**src/rtl/npu_host_seq.sv**
```systemverilog
// rtl/npu_host_seq.sv - host sequencer: streams one job image into the NPU, starts it, polls status, reads the result
module npu_host_seq #(
    parameter int IN1_N    = 132,
    parameter int OUT1_M   = 10,
    parameter int RD_LAT   = 2,
    parameter int POLL_MAX = 4096
) (
    input  logic        clk,
    input  logic        rst,
    input  logic        job_start,
    input  logic [15:0] job_base,
    output logic        busy,
    output logic        done,
    output logic        error,
    output logic [31:0] result,
    output logic        src_rd,
    output logic [15:0] src_addr,
    input  logic [31:0] src_data,
    output logic        npu_ena,
    output logic        npu_wea,
    output logic [15:0] npu_addr,
    output logic [31:0] npu_dina,
    input  logic [31:0] npu_douta
);
    // Job image word counts: input vector, FC1 weights, FC2 weights.
    localparam int NI  = IN1_N / 4;
    localparam int NF1 = (OUT1_M * IN1_N + 3) / 4;
    localparam int NF2 = (OUT1_M + 3) / 4;
    localparam int NT  = NI + NF1 + NF2;
    localparam logic [15:0] NI_W   = 16'(NI);
    localparam logic [15:0] NF_END = 16'(NI + NF1);
    localparam logic [15:0] NT_W   = 16'(NT);
    localparam int PW = $clog2(POLL_MAX + 1);
    localparam int RW = $clog2(RD_LAT + 1);
    // Control block: idx 0 is status (bit 0 = done), idx 1 is start on write / result on read.
    localparam logic [15:0] ADDR_STATUS = 16'h5000;
    localparam logic [15:0] ADDR_CTRL   = 16'h5001;

    typedef enum logic [2:0] {
        S_IDLE,
        S_LOAD,
        S_START,
        S_POLL,
        S_RESULT,
        S_FIN
    } state_t;

    state_t              state_q, state_d;
    logic [15:0]         base_q, base_d;
    logic [15:0]         n_q, n_d;
    logic                wr_vld_q, wr_vld_d;
    logic [15:0]         wr_n_q, wr_n_d;
    logic [RD_LAT-1:0]   pend_q, pend_d;
    logic [PW-1:0]       poll_q, poll_d;
    logic [RW-1:0]       res_q, res_d;
    logic [31:0]         result_q, result_d;
    logic                error_q, error_d;

    logic [2:0]          wr_sel;
    logic [15:0]         wr_off;

    // Map the word index of the pending write onto its NPU region and offset.
    always_comb begin
        wr_sel = 3'b000;
        wr_off = wr_n_q;
        if (wr_n_q < NI_W) begin
            wr_sel = 3'b000;
            wr_off = wr_n_q;
        end else if (wr_n_q < NF_END) begin
            wr_sel = 3'b011;
            wr_off = wr_n_q - NI_W;
        end else begin
            wr_sel = 3'b100;
            wr_off = wr_n_q - NF_END;
        end
    end

    // Next-state and bus outputs; the NPU write trails its source read by one cycle.
    always_comb begin
        state_d  = state_q;
        base_d   = base_q;
        n_d      = n_q;
        wr_vld_d = 1'b0;
        wr_n_d   = wr_n_q;
        pend_d   = '0;
        poll_d   = poll_q;
        res_d    = res_q;
        result_d = result_q;
        error_d  = error_q;
        busy     = 1'b0;
        done     = 1'b0;
        src_rd   = 1'b0;
        src_addr = 16'h0000;
        npu_ena  = 1'b0;
        npu_wea  = 1'b0;
        npu_addr = 16'h0000;
        npu_dina = 32'h0;

        if (wr_vld_q) begin
            npu_ena  = 1'b1;
            npu_wea  = 1'b1;
            npu_addr = {1'b0, wr_sel, 12'h000} | (wr_off & 16'h0fff);
            npu_dina = src_data;
        end

        case (state_q)
            S_IDLE: begin
                if (job_start) begin
                    base_d   = job_base;
                    n_d      = 16'h0000;
                    result_d = 32'h0;
                    error_d  = 1'b0;
                    poll_d   = '0;
                    state_d  = S_LOAD;
                end
            end
            S_LOAD: begin
                busy = 1'b1;
                if (n_q < NT_W) begin
                    src_rd   = 1'b1;
                    src_addr = base_q + n_q;
                    wr_vld_d = 1'b1;
                    wr_n_d   = n_q;
                    n_d      = n_q + 16'd1;
                end else begin
                    // This cycle only carries the final write out of the pipeline.
                    state_d = S_START;
                end
            end
            S_START: begin
                busy     = 1'b1;
                npu_ena  = 1'b1;
                npu_wea  = 1'b1;
                npu_addr = ADDR_CTRL;
                npu_dina = 32'h1;
                poll_d   = '0;
                state_d  = S_POLL;
            end
            S_POLL: begin
                busy   = 1'b1;
                pend_d = pend_q << 1;
                if (pend_q[RD_LAT-1] && npu_douta[0]) begin
                    // Done seen: stop polling, drop any responses still in flight.
                    pend_d  = '0;
                    res_d   = '0;
                    state_d = S_RESULT;
                end else if (poll_q == PW'(POLL_MAX)) begin
                    if (pend_q == '0) begin
                        error_d  = 1'b1;
                        result_d = 32'h0;
                        state_d  = S_FIN;
                    end
                end else begin
                    // Done is a one-cycle pulse in the NPU, so a read goes out every cycle.
                    npu_ena  = 1'b1;
                    npu_addr = ADDR_STATUS;
                    pend_d   = (pend_q << 1) | RD_LAT'(1);
                    poll_d   = poll_q + PW'(1);
                end
            end
            S_RESULT: begin
                busy = 1'b1;
                if (res_q == '0) begin
                    npu_ena  = 1'b1;
                    npu_addr = ADDR_CTRL;
                end
                if (res_q == RW'(RD_LAT)) begin
                    result_d = npu_douta;
                    state_d  = S_FIN;
                end else begin
                    res_d = res_q + RW'(1);
                end
            end
            S_FIN: begin
                done    = 1'b1;
                state_d = S_IDLE;
            end
            default: state_d = S_IDLE;
        endcase
    end

    // State and datapath registers with asynchronous reset.
    always_ff @(posedge clk or posedge rst) begin
        if (rst) begin
            state_q  <= S_IDLE;
            base_q   <= 16'h0000;
            n_q      <= 16'h0000;
            wr_vld_q <= 1'b0;
            wr_n_q   <= 16'h0000;
            pend_q   <= '0;
            poll_q   <= '0;
            res_q    <= '0;
            result_q <= 32'h0;
            error_q  <= 1'b0;
        end else begin
            state_q  <= state_d;
            base_q   <= base_d;
            n_q      <= n_d;
            wr_vld_q <= wr_vld_d;
            wr_n_q   <= wr_n_d;
            pend_q   <= pend_d;
            poll_q   <= poll_d;
            res_q    <= res_d;
            result_q <= result_d;
            error_q  <= error_d;
        end
    end

    assign error  = error_q;
    assign result = result_q;

endmodule

```
**config.mk**
```make
export PLATFORM = sky130hd
export DESIGN_NAME = npu_host_seq
export DESIGN_NICKNAME = d
export VERILOG_FILES = /design/src/rtl/npu_host_seq.sv
export SDC_FILE = /design/constraint.sdc
export NUM_CORES = 1
export LEC_CHECK = 0
export ABC_CLOCK_PERIOD_IN_PS = 4000
export CAP_MARGIN = 10
export CORE_MARGIN = 5
export CORE_UTILIZATION = 30
export CTS_CLUSTER_DIAMETER = 120
export DETAILED_ROUTE_END_ITERATION = 10
export GPL_ROUTABILITY_DRIVEN = 0
export GPL_TIMING_DRIVEN = 0
export HOLD_SLACK_MARGIN = 0.03
export PLACE_DENSITY = 0.59
export SYNTH_ARGS = -nofsm -noshare
export SYNTH_HDL_FRONTEND = slang
export SYNTH_SLANG_ARGS = --single-unit
export TNS_END_PERCENT = 10
```
**constraint.sdc**
```tcl
create_clock -name clk -period 4 [get_ports clk]
set_clock_uncertainty 0.05 [all_clocks]
set_input_delay 0.6 -clock clk [delete_from_list [all_inputs] [get_ports clk]]
set_output_delay 0.6 -clock clk [all_outputs]
set_load 0.005 [all_outputs]
```
==> flow_summary.json <==
{
  "hold_path_class": "reg -> reg",
  "hold_depth": 2,
  "rsz0062_at_grt": "true",
  "nets": 973,
  "path_clk_slew_ps": 70,
  "seq_area_frac_synth": 0.437,
  "antenna_left": 0,
  "dieWidth_um": 150,
  "antenna_cells": 0,
  "crit_path_top_delay_cell": "or4_4",
  "cts_buffer_depth": 2,
  "final_common_cell": "clkdlybuf4s50_1",
  "io_buffers": 183,
  "timing.slew.headroom": 0.266,
  "ff2ff_path_depth": 5,
  "grt_use_met2": 0.248,
  "ys_ff_latch": 102,
  "timing.final.crit_share": 0.972,
  "hold_ws_ps": 415,
  "vias": 5344,
  "htreeDepth": 3,
  "cts-buffers-inserted": 9,
  "grt.overflow.total": 0,
  "drt_drc_violations_left": 0,
  "routed_via_density": 4.71,
  "most-common-layout-cells": "clkdlybuf4s50_1 (174), nand2_1 (112), dfrtp_1 (102), nor2_1 (68), nand3_1 (52)",
  "syn_area_per_cell_um2": 8.82,
  "worstSetupPathType": "reg -> out",
  "regToRegSetupSlack_ps": 1210,
  "synth_ff_type": "dfrtp_1",
  "top_usage_layer": "met2",
  "reg2reg_to": "error",
  "pin_count": 185,
  "dp_hpwl_mm": 12.9,
  "synth_fp_nets": 771,
  "insertion_delay_ps": 350,
  "grt_first_pass_wirelength_mm": 26.9,
  "hp-start": "result[17]",
  "cap_violations": 0,
  "coreArea_mm2": 0.0193,
  "final-instance-count-excl-fill": 1134,
  "path_buf_inv": 3,
  "syn2layout_area_growth_pct": 44.7,
  "min_period_ps": 3890,
  "r2r-start": "state_q[0]",
  "synth_area_mm2": 0.00584,
  "cts_root_buffer": "clkbuf_16",
  "p_leak_nw": 3.76,
  "yosys_warnings": 0,
  "initial_core_util": 0.302,
  "crit_fanout": 3,
  "status": "completed",
  "max_freq_mhz": 257,
  "synth.distinct_cells": 58,
  "cts.sinks": 102,
  "worst_pin_slew_ps": 1090,
  "cts_tree": "yes",
  "grtUsageMet3": 0.0233,
  "critPathRequiredTime_ps": 3350,
  "dp.cells": 1111,
  "synth_area_leaders": "dfrtp_1 (44%), nand2_1 (7.2%), ha_1 (5.1%)",
  "synthCells": 662,
  "synth_top_cell_area_share": 0.437,
  "cp-end-kind": "primary output",
  "drt-total-wl_mm": 16.6,
  "rows": 51,
  "critPathTopFamily": "simple AND/OR/NAND/NOR gates",
  "hold_viol_final": 0,
  "start_kind": "flop",
  "worstPathArrival_ps": 3240,
  "die_area_mm2": 0.0224,
  "antenna_found_initial": 0,
  "yosysTopAreaCell": "dfrtp_1",
  "powerDensity_mw_per_mm2": 569,
  "finalSetupViolCount": 0,
  "grt_pass1_vias": 5239,
  "path_cells": "or4_4 > nor4_4 > and2_4 > ha_4 > a211o_1 > a211oi_2 > buf_4 > inv_1 > a31oi_1 > mux2i_1 > nor2_1 > buf_2",
  "whs_endpoint": "result[17]",
  "cp_slowest_stage_delay_ps": 540,
  "synthArstFlopShare": 1.00,
  "drv_slew": 0,
  "final_layout_size_suffix_gt1_frac": 0.0863,
  "ir_worst_vdd_uv": 238,
  "wl_per_cell_um": 14.6,
  "gr-usage-all-layers": 0.147,
  "drt_pass1_iterations": 4,
  "grtUsageMet1": 0.192,
  "grt_max_degree": 53,
  "synth_enable_flop_cells": 0,
  "die_h_um": 150,
  "drt_iter0_markers": 254
}
## power breakdown
| part | switching [mW] | internal [mW] | leakage [nW] |
|---|---|---|---|
| combinational | 1.29 | 1.27 | 2.25 |
| clock | 0.392 | 0.455 | 0.138 |
| sequential | 0.160 | 1.24 | 1.37 |
| total | 1.84 | 2.96 | 3.76 |
## layout make-up
class | instances | area, um2
clock inverter | 5 | 33.8
tap | 265 | 332
fill | 1917 | 10900
clock buffer | 11 | 253
buffer | 32 | 148
multi-input combinational | 511 | 3170
sequential | 102 | 2550
inverter | 17 | 67.6
timing repair buffer | 191 | 1890
## per-stage QoR
stage	util	worst slack [ps]	area (um2)	setup TNS, ps	power (mW)
after floorplan	-	581	5840	0	2.78
after global placement	0.414	-1150	8000	-117680	3.90
after detailed placement	0.415	-348	8030	-1220	3.91
after CTS	0.434	-105	8390	-239	4.84
after global routing	0.437	-51.2	8450	-94.5	5.20
final	0.437	110	8450	0	4.81
## flip-flops by register name, summed over array words and instances (netlist names)
name / cells
state_q: 3
n_q: 16
base_q: 16
res_q: 2
error: 1
wr_n_q: 16
result: 32
wr_vld_q: 1
poll_q: 13
pend_q: 2
## metal layers
layer	vias to the layer above	routed length, um
li1	2670	-
met1	2505	7310
met2	148	7900
met3	21	1030
met4	0	353
met5	-	0
## worst max path at each step
| stage | startpoint | depth (start not counted) | slack (ps) | endpoint |
|---|---|---|---|---|
| 4_1_cts | wr_n_q[10] | 12 | -110 | npu_addr[11] |
| 6_report | wr_n_q[12] | 12 | 110 | npu_addr[7] |
| 3_5_place_dp | wr_n_q[11] | 10 | -350 | npu_addr[9] |
| 5_1_grt | wr_n_q[12] | 12 | -50 | npu_addr[11] |
| 2_1_floorplan | wr_n_q[11] | 10 | 580 | npu_addr[7] |
| 3_3_place_gp | rst | 2 | -1150 | result[11] |
## worst reg2reg max path, delay by kind of cell (launching register included)
kind / cells / cell delay [ps]
buf+inv: 3 / 1250
flops: 1 / 430
simple gates: 2 / 920
## cell families after synthesis
kind of cell,after synthesis,share of synthesized area
AO/OA/AOI/OAI,92,0.103
XOR/XNOR,39,0.0585
multiplexers,19,0.0362
buffers and inverters,49,0.0362
AND/OR/NAND/NOR,334,0.270
other,1,0.000642
adder cells (fa/ha/maj),26,0.0583
flip-flops,102,0.437
## synth_stat cells, drive strengths merged (4+ instances only)
cell	number
and2	42
nor2	68
a31oi	8
clkbuf	21
dfrtp	102
nor2b	5
xor2	18
nand4	6
nand2b	5
nand3	52
nor4	7
a21o	7
ha	24
xnor2	21
mux2	17
nor3	19
o21a	4
a21oi	17
inv	16
o21ai	28
a211oi	5
nand2	112
buf	11
## repair_timing
item	4_1_cts	5_1_grt
pin swaps	8	8
hold buffers	0	0
resized for setup	33	11
endpoints found under the setup margin	12	13
buffers inserted	7	0
(Power assumes the default switching activity.)
